`config.mk`:
```
export PLATFORM = sky130hd
export DESIGN_NAME = fadd_arbiter
export DESIGN_NICKNAME = d
export VERILOG_FILES = /design/src/rtl/fadd_arb_pkg.sv /design/src/rtl/rr_pick.sv /design/src/rtl/fadd_arbiter.sv
export SDC_FILE = /design/constraint.sdc
export NUM_CORES = 1
export LEC_CHECK = 0
export ABC_AREA = 1
export CAP_MARGIN = 20
export CORE_AREA = 2 2 158 160
export DETAILED_ROUTE_END_ITERATION = 16
export DIE_AREA = 0 0 160 162
export PLACE_DENSITY_LB_ADDON = 0.2
export SYNTH_ARGS = -nofsm -noshare
export SYNTH_HDL_FRONTEND = slang
export SYNTH_HIERARCHICAL = 1
export SYNTH_SLANG_ARGS = --single-unit
export TNS_END_PERCENT = 20
```
`constraint.sdc`:
```
create_clock -name clk -period 3.05 [get_ports clk]
set_input_delay 0.61 -clock clk [delete_from_list [all_inputs] [get_ports clk]]
set_output_delay 0.61 -clock clk [all_outputs]
set_load 0.03 [all_outputs]
```
`src/rtl/fadd_arb_pkg.sv`:
```
// Shared constants for the FP-adder arbiter: data width and FSM state encoding.
package fadd_arb_pkg;

    localparam int WORD_W = 32;

    typedef enum logic [1:0] {
        ST_IDLE    = 2'd0,
        ST_ISSUE   = 2'd1,
        ST_WAIT    = 2'd2,
        ST_DELIVER = 2'd3
    } state_e;

endpackage

```
`src/rtl/rr_pick.sv`:
```
// Combinational round-robin picker: the lowest request above ptr wins, otherwise
// the lowest request overall. Returns a one-hot grant, its index and an any flag.
module rr_pick #(
    parameter int N     = 4,
    parameter int IDX_W = 2
) (
    input  logic [N-1:0]     req,
    input  logic [IDX_W-1:0] ptr,
    output logic [N-1:0]     gnt,
    output logic [IDX_W-1:0] idx,
    output logic             any
);

    logic [N-1:0] upper;
    logic [N-1:0] pool;

    always_comb begin
        // Keep only requests strictly above ptr; wrap to the full vector if none.
        upper = req & ~((N'(2) << ptr) - N'(1));
        pool  = (upper != '0) ? upper : req;
        idx   = '0;
        for (int i = N - 1; i >= 0; i--) begin
            if (pool[i]) idx = IDX_W'(i);
        end
        any = |req;
        gnt = any ? (N'(1) << idx) : '0;
    end

endmodule

```
`src/rtl/fadd_arbiter.sv`:
```
// Shares one FP adder among NREQ requesters, one operation in flight at a time.
// Define FADD_ARB_TIMEOUT_EN to abort a stalled adder after TIMEOUT WAIT cycles.
module fadd_arbiter
    import fadd_arb_pkg::*;
#(
    parameter int NREQ    = 4,
    parameter int TIMEOUT = 64
) (
    input  logic                   clk,
    input  logic                   reset,
    input  logic [NREQ-1:0]        req_stb,
    input  logic [NREQ*WORD_W-1:0] req_a,
    input  logic [NREQ*WORD_W-1:0] req_b,
    output logic [NREQ-1:0]        req_gnt,
    output logic [NREQ-1:0]        req_done,
    input  logic [NREQ-1:0]        req_ack,
    output logic [WORD_W-1:0]      req_result,
    output logic                   req_err,
    output logic                   add_load,
    output logic [WORD_W-1:0]      add_a,
    output logic [WORD_W-1:0]      add_b,
    input  logic                   add_ready,
    input  logic [WORD_W-1:0]      add_result,
    output logic                   add_ack,
    output logic [1:0]             dbg_state
);

    localparam int IDX_W = $clog2(NREQ);

    if (NREQ < 2 || NREQ > 8 || TIMEOUT < 1) begin : g_bad_param
        $error("fadd_arbiter: NREQ must be 2..8 and TIMEOUT at least 1");
    end

    state_e            state_q, state_d;
    logic [IDX_W-1:0]  ptr_q, ptr_d;
    logic [IDX_W-1:0]  win_q, win_d;
    logic [WORD_W-1:0] a_q, a_d;
    logic [WORD_W-1:0] b_q, b_d;
    logic [WORD_W-1:0] result_q, result_d;
    logic [NREQ-1:0]   gnt_q, gnt_d;
    logic [NREQ-1:0]   done_q, done_d;
    logic              ack_q, ack_d;

    logic [NREQ-1:0]   pick_gnt;
    logic [IDX_W-1:0]  pick_idx;
    logic              pick_any;

`ifdef FADD_ARB_TIMEOUT_EN
    localparam int CNT_W = $clog2(TIMEOUT + 1);
    logic              err_q, err_d;
    logic [CNT_W-1:0]  cnt_q, cnt_d;
`endif

    rr_pick #(.N(NREQ), .IDX_W(IDX_W)) u_pick (
        .req (req_stb),
        .ptr (ptr_q),
        .gnt (pick_gnt),
        .idx (pick_idx),
        .any (pick_any)
    );

    always_comb begin
        state_d  = state_q;
        ptr_d    = ptr_q;
        win_d    = win_q;
        a_d      = a_q;
        b_d      = b_q;
        result_d = result_q;
        gnt_d    = '0;
        done_d   = done_q;
        ack_d    = ack_q;
`ifdef FADD_ARB_TIMEOUT_EN
        err_d    = err_q;
        cnt_d    = '0;
`endif
        case (state_q)
            ST_IDLE: begin
                if (pick_any) begin
                    win_d   = pick_idx;
                    ptr_d   = pick_idx;
                    a_d     = req_a[int'(pick_idx) * WORD_W +: WORD_W];
                    b_d     = req_b[int'(pick_idx) * WORD_W +: WORD_W];
                    gnt_d   = pick_gnt;
                    ack_d   = 1'b0;
                    state_d = ST_ISSUE;
                end
            end
            ST_ISSUE: state_d = ST_WAIT;
            ST_WAIT: begin
                if (add_ready) begin
                    result_d = add_result;
                    ack_d    = 1'b1;
                    done_d   = NREQ'(1) << win_q;
                    state_d  = ST_DELIVER;
                end
`ifdef FADD_ARB_TIMEOUT_EN
                else if (cnt_q == CNT_W'(TIMEOUT - 1)) begin
                    // Stalled adder: deliver a zero result flagged as an error.
                    result_d = '0;
                    err_d    = 1'b1;
                    ack_d    = 1'b1;
                    done_d   = NREQ'(1) << win_q;
                    state_d  = ST_DELIVER;
                end else begin
                    cnt_d = cnt_q + CNT_W'(1);
                end
`endif
            end
            ST_DELIVER: begin
                if (req_ack[win_q]) begin
                    done_d  = '0;
`ifdef FADD_ARB_TIMEOUT_EN
                    err_d   = 1'b0;
`endif
                    state_d = ST_IDLE;
                end
            end
            default: state_d = ST_IDLE;
        endcase
    end

    always_ff @(posedge clk or negedge reset) begin
        if (!reset) begin
            state_q  <= ST_IDLE;
            ptr_q    <= IDX_W'(NREQ - 1);
            win_q    <= '0;
            a_q      <= '0;
            b_q      <= '0;
            result_q <= '0;
            gnt_q    <= '0;
            done_q   <= '0;
            ack_q    <= 1'b0;
`ifdef FADD_ARB_TIMEOUT_EN
            err_q    <= 1'b0;
            cnt_q    <= '0;
`endif
        end else begin
            state_q  <= state_d;
            ptr_q    <= ptr_d;
            win_q    <= win_d;
            a_q      <= a_d;
            b_q      <= b_d;
            result_q <= result_d;
            gnt_q    <= gnt_d;
            done_q   <= done_d;
            ack_q    <= ack_d;
`ifdef FADD_ARB_TIMEOUT_EN
            err_q    <= err_d;
            cnt_q    <= cnt_d;
`endif
        end
    end

    assign req_gnt    = gnt_q;
    assign req_done   = done_q;
    assign req_result = result_q;
    assign add_load   = (state_q == ST_ISSUE);
    assign add_a      = a_q;
    assign add_b      = b_q;
    assign add_ack    = ack_q;
    assign dbg_state  = state_q;
`ifdef FADD_ARB_TIMEOUT_EN
    assign req_err    = err_q;
`else
    assign req_err    = 1'b0;
`endif

endmodule

```
==> results of run 1 <==
-- layer usage --
| layer | part of all wire (%) | global-route usage [%] |
|---|---|---|
| met1 | 40 | 22.6 |
| met2 | 50 | 34.4 |
| met3 | 8.7 | 6.13 |
| met4 | 1.7 | 5.69 |
| met5 | 0.046 | 0 |
-- layout make-up --
class,count,share of cell area [%]
inverter,22,0.777
multi-input combinational,627,28.2
tap,324,3.70
clock inverter,7,0.720
clock buffer,9,2.06
timing repair buffer,422,39.1
sequential,111,25.4
antenna,3,0.0686
-- how the worst max path moves through the flow --
stage | slack (ns) | end | from
3_3_place_gp | 0.35 | add_a[8]$_DFFE_PN0P_ | req_stb[3]
4_1_cts | 0.66 | add_load | dbg_state[1]$_DFFE_PN0P_
5_1_grt | 0.51 | add_a[11]$_DFFE_PN0P_ | req_stb[2]
3_5_place_dp | 0.31 | add_b[27]$_DFFE_PN0P_ | req_stb[3]
6_report | 0.67 | add_a[12]$_DFFE_PN0P_ | req_stb[3]
2_1_floorplan | 1.12 | add_a[20]$_DFFE_PN0P_ | req_stb[2]
-- layout by cell type (no fill, tap or decap), drive strengths merged, types with 6 or more instances in the layout --
cell	instances
dfrtp	109
nand3	10
inv	24
clkbuf	9
buf	17
nor2	139
mux2	32
nand2	235
clkdlybuf4s50	405
o21ai	132
nor3	6
o22ai	64
-- where the power goes --
part           leakage, nW  switching [mW]  internal, mW
clock                0.148           0.629         0.584
combinational         3.18            4.10          2.72
sequential            1.36           0.430          2.21
-- cells by family after synthesis --
logic type | share of synthesized area, %
buffers and inverters | 7.27
AND/OR/NAND/NOR | 24.3
flip-flops | 44.1
multiplexers | 5.72
AO/OA/AOI/OAI | 17.5
other | 0.0595
adder cells (fa/ha/maj) | 0.993
-- sequential cells by signal (all words and copies together), names as in the netlist --
register / count
add_a: 32
add_b: 32
req_result: 32
req_done: 4
req_gnt: 4
dbg_state: 2
ptr_q: 2
win_q: 2
add_ack: 1
-- stage by stage --
stage | area, um2 | power [mW] | setup WS, ns
after detailed placement | 10600 | 9.56 | 0.308
after global placement | 10600 | 9.50 | 0.351
after global routing | 10900 | 11.5 | 0.507
after CTS | 10900 | 10.8 | 0.660
final | 10900 | 10.7 | 0.673
after floorplan | 6300 | 6.83 | 1.12
==> results by group, run 1 <==
Status
  – Status: finished clean

Floorplan
  – Num rows: 57
  – Die X: 160 um
  – Starting Density: 26.1%
  – Die Ht: 162 um
  – Io pins: 408
  – Die ar.: 25900 um2
  – Core area: 24100 um2

Synth
  – Synth area leader: dfrtp_1
  – Post-synth top cells: nand2_1 (229), nor2_1 (136), dfrtp_1 (109)
  – Sequential area share after synthesis: 44.1%
  – Mapped Nets: 1123
  – Asr flop ratio synth: 100%
  – Ys flop type: dfrtp_1
  – Avg Cell Area, Syn: 7.69 um2
  – Top-count cell post-synth: nand2_1
  – Yosys cell types: 30
  – Mapped cell area: 6300 um2
  – Top post-synthesis cells by area: dfrtp_1 (43%), nand2_1 (14%), nor2_1 (8.1%), o22ai_1 (6.4%), o21ai_0 (5.9%)
  – Synth Warn #: 6
  – Synth Instances: 819
  – Synth Register Bits: 111
  – EDFF count, synth: 0
  – Synth top area share: 43.3%

Worst setup path
  – CP Launch Type: input pin
  – Required time worst endpoint: 3.34 ns
  – WP depth: 11
  – R2r endpoint: add_a[12]$_DFFE_PN0P_
  – CP Data Arrival Time: 2.67 ns
  – RR Startpoint: ptr_q[1]$_DFFE_PN1P_
  – R2R depth: 11
  – CP Buf/Inv Count: 2
  – Crit-path max FO: 43
  – Top cell family by delay on the critical path: buffers and inverters
  – Crit path largest cell delay: 0.48 ns
  – Flop-to-flop setup slack: 0.79 ns
  – Kind of critical path: in -> reg
  – CP max-delay cell: clkdlybuf4s50_1
  – Worst setup EP type: register
  – Crit path cell chain: clkdlybuf4s50_1, nand2_2, nand2_2, o21ai_4, nor2_2, nor2_4, buf_4, o21ai_0, o22ai_1, nand2_1, nand2_1

Routing
  – DRC: 0
  – DRT Pass-1 Iters: 4
  – Number of DRC markers in iteration 0: 311
  – Vias: 6993
  – Final ANT Viol Nets: 0
  – DR vias/cell: 4.59
  – Total wire length: 26.1 mm
  – Routed WL per cell: 17.1 um

Cells and area
  – Post-layout util: 45.4%
  – Final Instance Count excl. Fillers: 1525
  – Area of the multi-input gates: 3080 um2
  – Fill count: 2504
  – Share of cells above drive strength 1: 5.26%
  – Layout Nets: 1497
  – Sequential cell area: 2780 um2
  – Area Growth Syn to Fin: 73.7%

Clock network
  – CTS Sinks: 111
  – Hold_buf cts: 0
  – Post-CTS sizing: 0
  – Post CTS Setup Buffer Count: 0
  – CTS H-tree lvls: 3
  – Clk Latency, worst-skew pair: 0.36 ns
  – Clock transition at the registers of the reported paths: 0.08 ns
  – Clock root cell: clkbuf_16
  – Cts bufs inserted: 9
  – CTS tree: built
  – CTS Buffer Depth: 2

Timing
  – Worst slew pin tran: 0.655 ns
  – Setup violations, final: 0
  – Slew Limit Fails: 0
  – Final Hold Viols: 0
  – Slew HR: 56.3%
  – Crit share post-route: 77.9%
  – WHS: 0.207 ns
  – Minimum clock period: 2.38 ns
  – Fin Clk Skew: 0.0121 ns
  – Fin Setup TNS: 0 ns
  – Fmax achieved: 0.421 GHz
  – Unrepaired setup endpoints after global routing: false

Power and ir drop
  – VDD IR-drop max: 501 uV
  – Leak pwr: 4.69 nW
  – Pwr Density: 975 nW/um2

Global routing
  – Global-route wire length before repair: 39.3 mm
  – Gr usage total: 19.4%
  – Vias in the first global route: 7106
  – GR Overflow Total: 0
  – Largest net degree at the start of global routing: 87
  – Antenna violations before repair: 4

Placed design
  – Number of buffers added on ports: 406
  – Routability cong.: 0.803
  – Placed Cells incl. Taps: 1506
  – DPL Wire Length: 19.6 mm

Job
  – Maxcap violations: 0

Worst hold path
  – Hold WC Path Type: in -> async
(Power assumes the default switching activity.)
==> inputs of run 2 (changes only) <==
Settings changed: CORE_AREA 2 2 158 160 to 2 2 159 161, DIE_AREA 0 0 160 162 to 0 0 161 163.
Clock period 3.05 ns to 2.1 ns, I/O delays scaled along.
==> run 2 against run 1 <==
Compared with the run above: cell area rose by 4.7%; die area rose by 1.2%; combinational power rose by 58%; register-to-register slack got worse by 0.73 ns; worst setup slack got worse by 0.62 ns; via count rose by 4.0%; utilization rose by 1.0 points; sequential cell count did not move; critical path type unchanged; first-iteration DRC count fell by 4.2%; clock power rose by 54%.
==> results by group, run 2 (synthesized netlist as in run 1, its figures left out) <==
Status
  – Status: finished clean

Worst setup path
  – Kind of critical path: in -> reg
  – CP Launch Type: input pin
  – R2R depth: 13
  – Crit-path max FO: 18
  – RR Startpoint: ptr_q[1]$_DFFE_PN1P_
  – Worst setup EP type: register
  – Required time worst endpoint: 2.39 ns
  – Flop-to-flop setup slack: 0.06 ns
  – CP Data Arrival Time: 2.34 ns
  – R2r endpoint: add_a[3]$_DFFE_PN0P_

Clock network
  – CTS Sinks: 111
  – CTS tree: built
  – Clock transition at the registers of the reported paths: 0.08 ns
  – Hold_buf cts: 0
  – Clock root cell: clkbuf_16
  – Clk Latency, worst-skew pair: 0.35 ns
  – CTS Buffer Depth: 2
  – CTS H-tree lvls: 3
  – Cts bufs inserted: 9

Timing
  – Fmax achieved: 0.489 GHz
  – Minimum clock period: 2.05 ns
  – Fin Setup TNS: 0 ns
  – Setup violations, final: 0
  – Crit share post-route: 97.4%
  – Slew Limit Fails: 0
  – Unrepaired setup endpoints after global routing: true
  – Fin Clk Skew: 0.0113 ns
  – Final Hold Viols: 0
  – WHS: 0.0414 ns
  – Setup ws final: 0.0546 ns

Global routing
  – Gr usage total: 19.3%
  – Global-route wire length before repair: 39.3 mm
  – Grt peak-use layer: met2
  – Global-route met3 utilization: 5.86%
  – Antenna violations before repair: 2
  – M1 GR Usage: 22.8%
  – Met2 global-route usage: 34.4%
  – Largest net degree at the start of global routing: 65
  – Vias in the first global route: 6975
  – GR Overflow Total: 0

Floorplan
  – Die X: 161 um
  – Core area: 24700 um2
  – Die Ht: 163 um
  – Starting Density: 25.5%
  – Io pins: 408
  – Num rows: 58
  – Die ar.: 26200 um2

Routing
  – DRC: 0
  – Total wire length: 27.3 mm
  – Vias: 7272
  – DRT Pass-1 Iters: 4
  – Final ANT Viol Nets: 0
  – Routed WL per cell: 17.4 um
  – Number of DRC markers in iteration 0: 298
  – DR vias/cell: 4.65

Placed design
  – DPL Wire Length: 20.2 mm
  – Placed Cells incl. Taps: 1535
  – Number of buffers added on ports: 406
  – Routability cong.: 0.814
  – Dpl ws: -0.338 ns
  – Cell Area, Placed: 10900 um2

Cells and area
  – Share of cells above drive strength 1: 8.04%
  – Leading cell type in the layout, fill and taps excluded: clkdlybuf4s50_1
  – Area Growth Syn to Fin: 81.9%
  – Most frequent cells in the layout: clkdlybuf4s50_1 (403), nand2_1 (227), nor2_1 (135)
  – Layout Nets: 1531
  – Post-layout util: 46.4%
  – Fin area: 11500 um2
  – Final Instance Count excl. Fillers: 1564

Power and ir drop
  – Leak pwr: 4.96 nW
  – Post-layout power: 16.5 mW
  – VDD IR-drop max: 617 uV
  – Pwr Density: 1440 nW/um2

Worst hold path
  – Hold WC Path Type: in -> async

Job
  – Maxcap violations: 0
## run 2: cell type report
cell class | count | area, um2
clock buffer | 9 | 225
sequential | 111 | 2780
inverter | 22 | 87.6
fill | 2438 | 13200
timing repair buffer | 456 | 4770
multi-input combinational | 627 | 3090
antenna | 2 | 5.00
tap | 330 | 413
clock inverter | 7 | 88.8
## run 2: timing repair
action / CTS / global route
setup buffers: 0 / 7
cloned: 0 / 4
pin swaps: 0 / 11
setup endpoints to repair: 2 / 48
resized for setup: 1 / 22
## run 2: metal layers
| metal | part of all wire, % | wire length (um) |
|---|---|---|
| met2 | 50 | 13700 |
| met3 | 8.2 | 2230 |
| met4 | 1.5 | 412 |
| met5 | 0 | 0 |
| met1 | 40 | 10900 |
## run 2: worst max-delay path, cell delays in order
cell and delay, ns:
clkdlybuf4s50_1 0.53, nand2_2 0.10, nand4_1 0.12, buf_4 0.13, nand2_2 0.06, nor2_4 0.22
buf_4 0.17, buf_12 0.14, buf_4 0.11, o21ai_0 0.06, o22ai_1 0.16, nand2_1 0.07
nand2_1 0.05
## run 2: report_power, final
part | internal (mW) | total, mW | switching, mW
combinational | 4.65 | 10.8 | 6.19
clock | 0.959 | 1.86 | 0.904
sequential | 3.21 | 3.83 | 0.617
total | 8.82 | 16.5 | 7.71
## run 2: worst max-delay path by stage
stage	start	to	slack, ns	cells after the start
after CTS	ptr_q[1]$_DFFE_PN1P_	add_a[17]$_DFFE_PN0P_	-0.01	12
after global routing	ptr_q[1]$_DFFE_PN1P_	add_a[5]$_DFFE_PN0P_	-0.05	12
after detailed placement	req_stb[3]	add_a[17]$_DFFE_PN0P_	-0.34	11
final	req_stb[2]	add_a[4]$_DFFE_PN0P_	0.05	13
after floorplan	ptr_q[1]$_DFFE_PN1P_	add_a[20]$_DFFE_PN0P_	0.20	14
after global placement	req_stb[3]	add_a[17]$_DFFE_PN0P_	-0.30	13
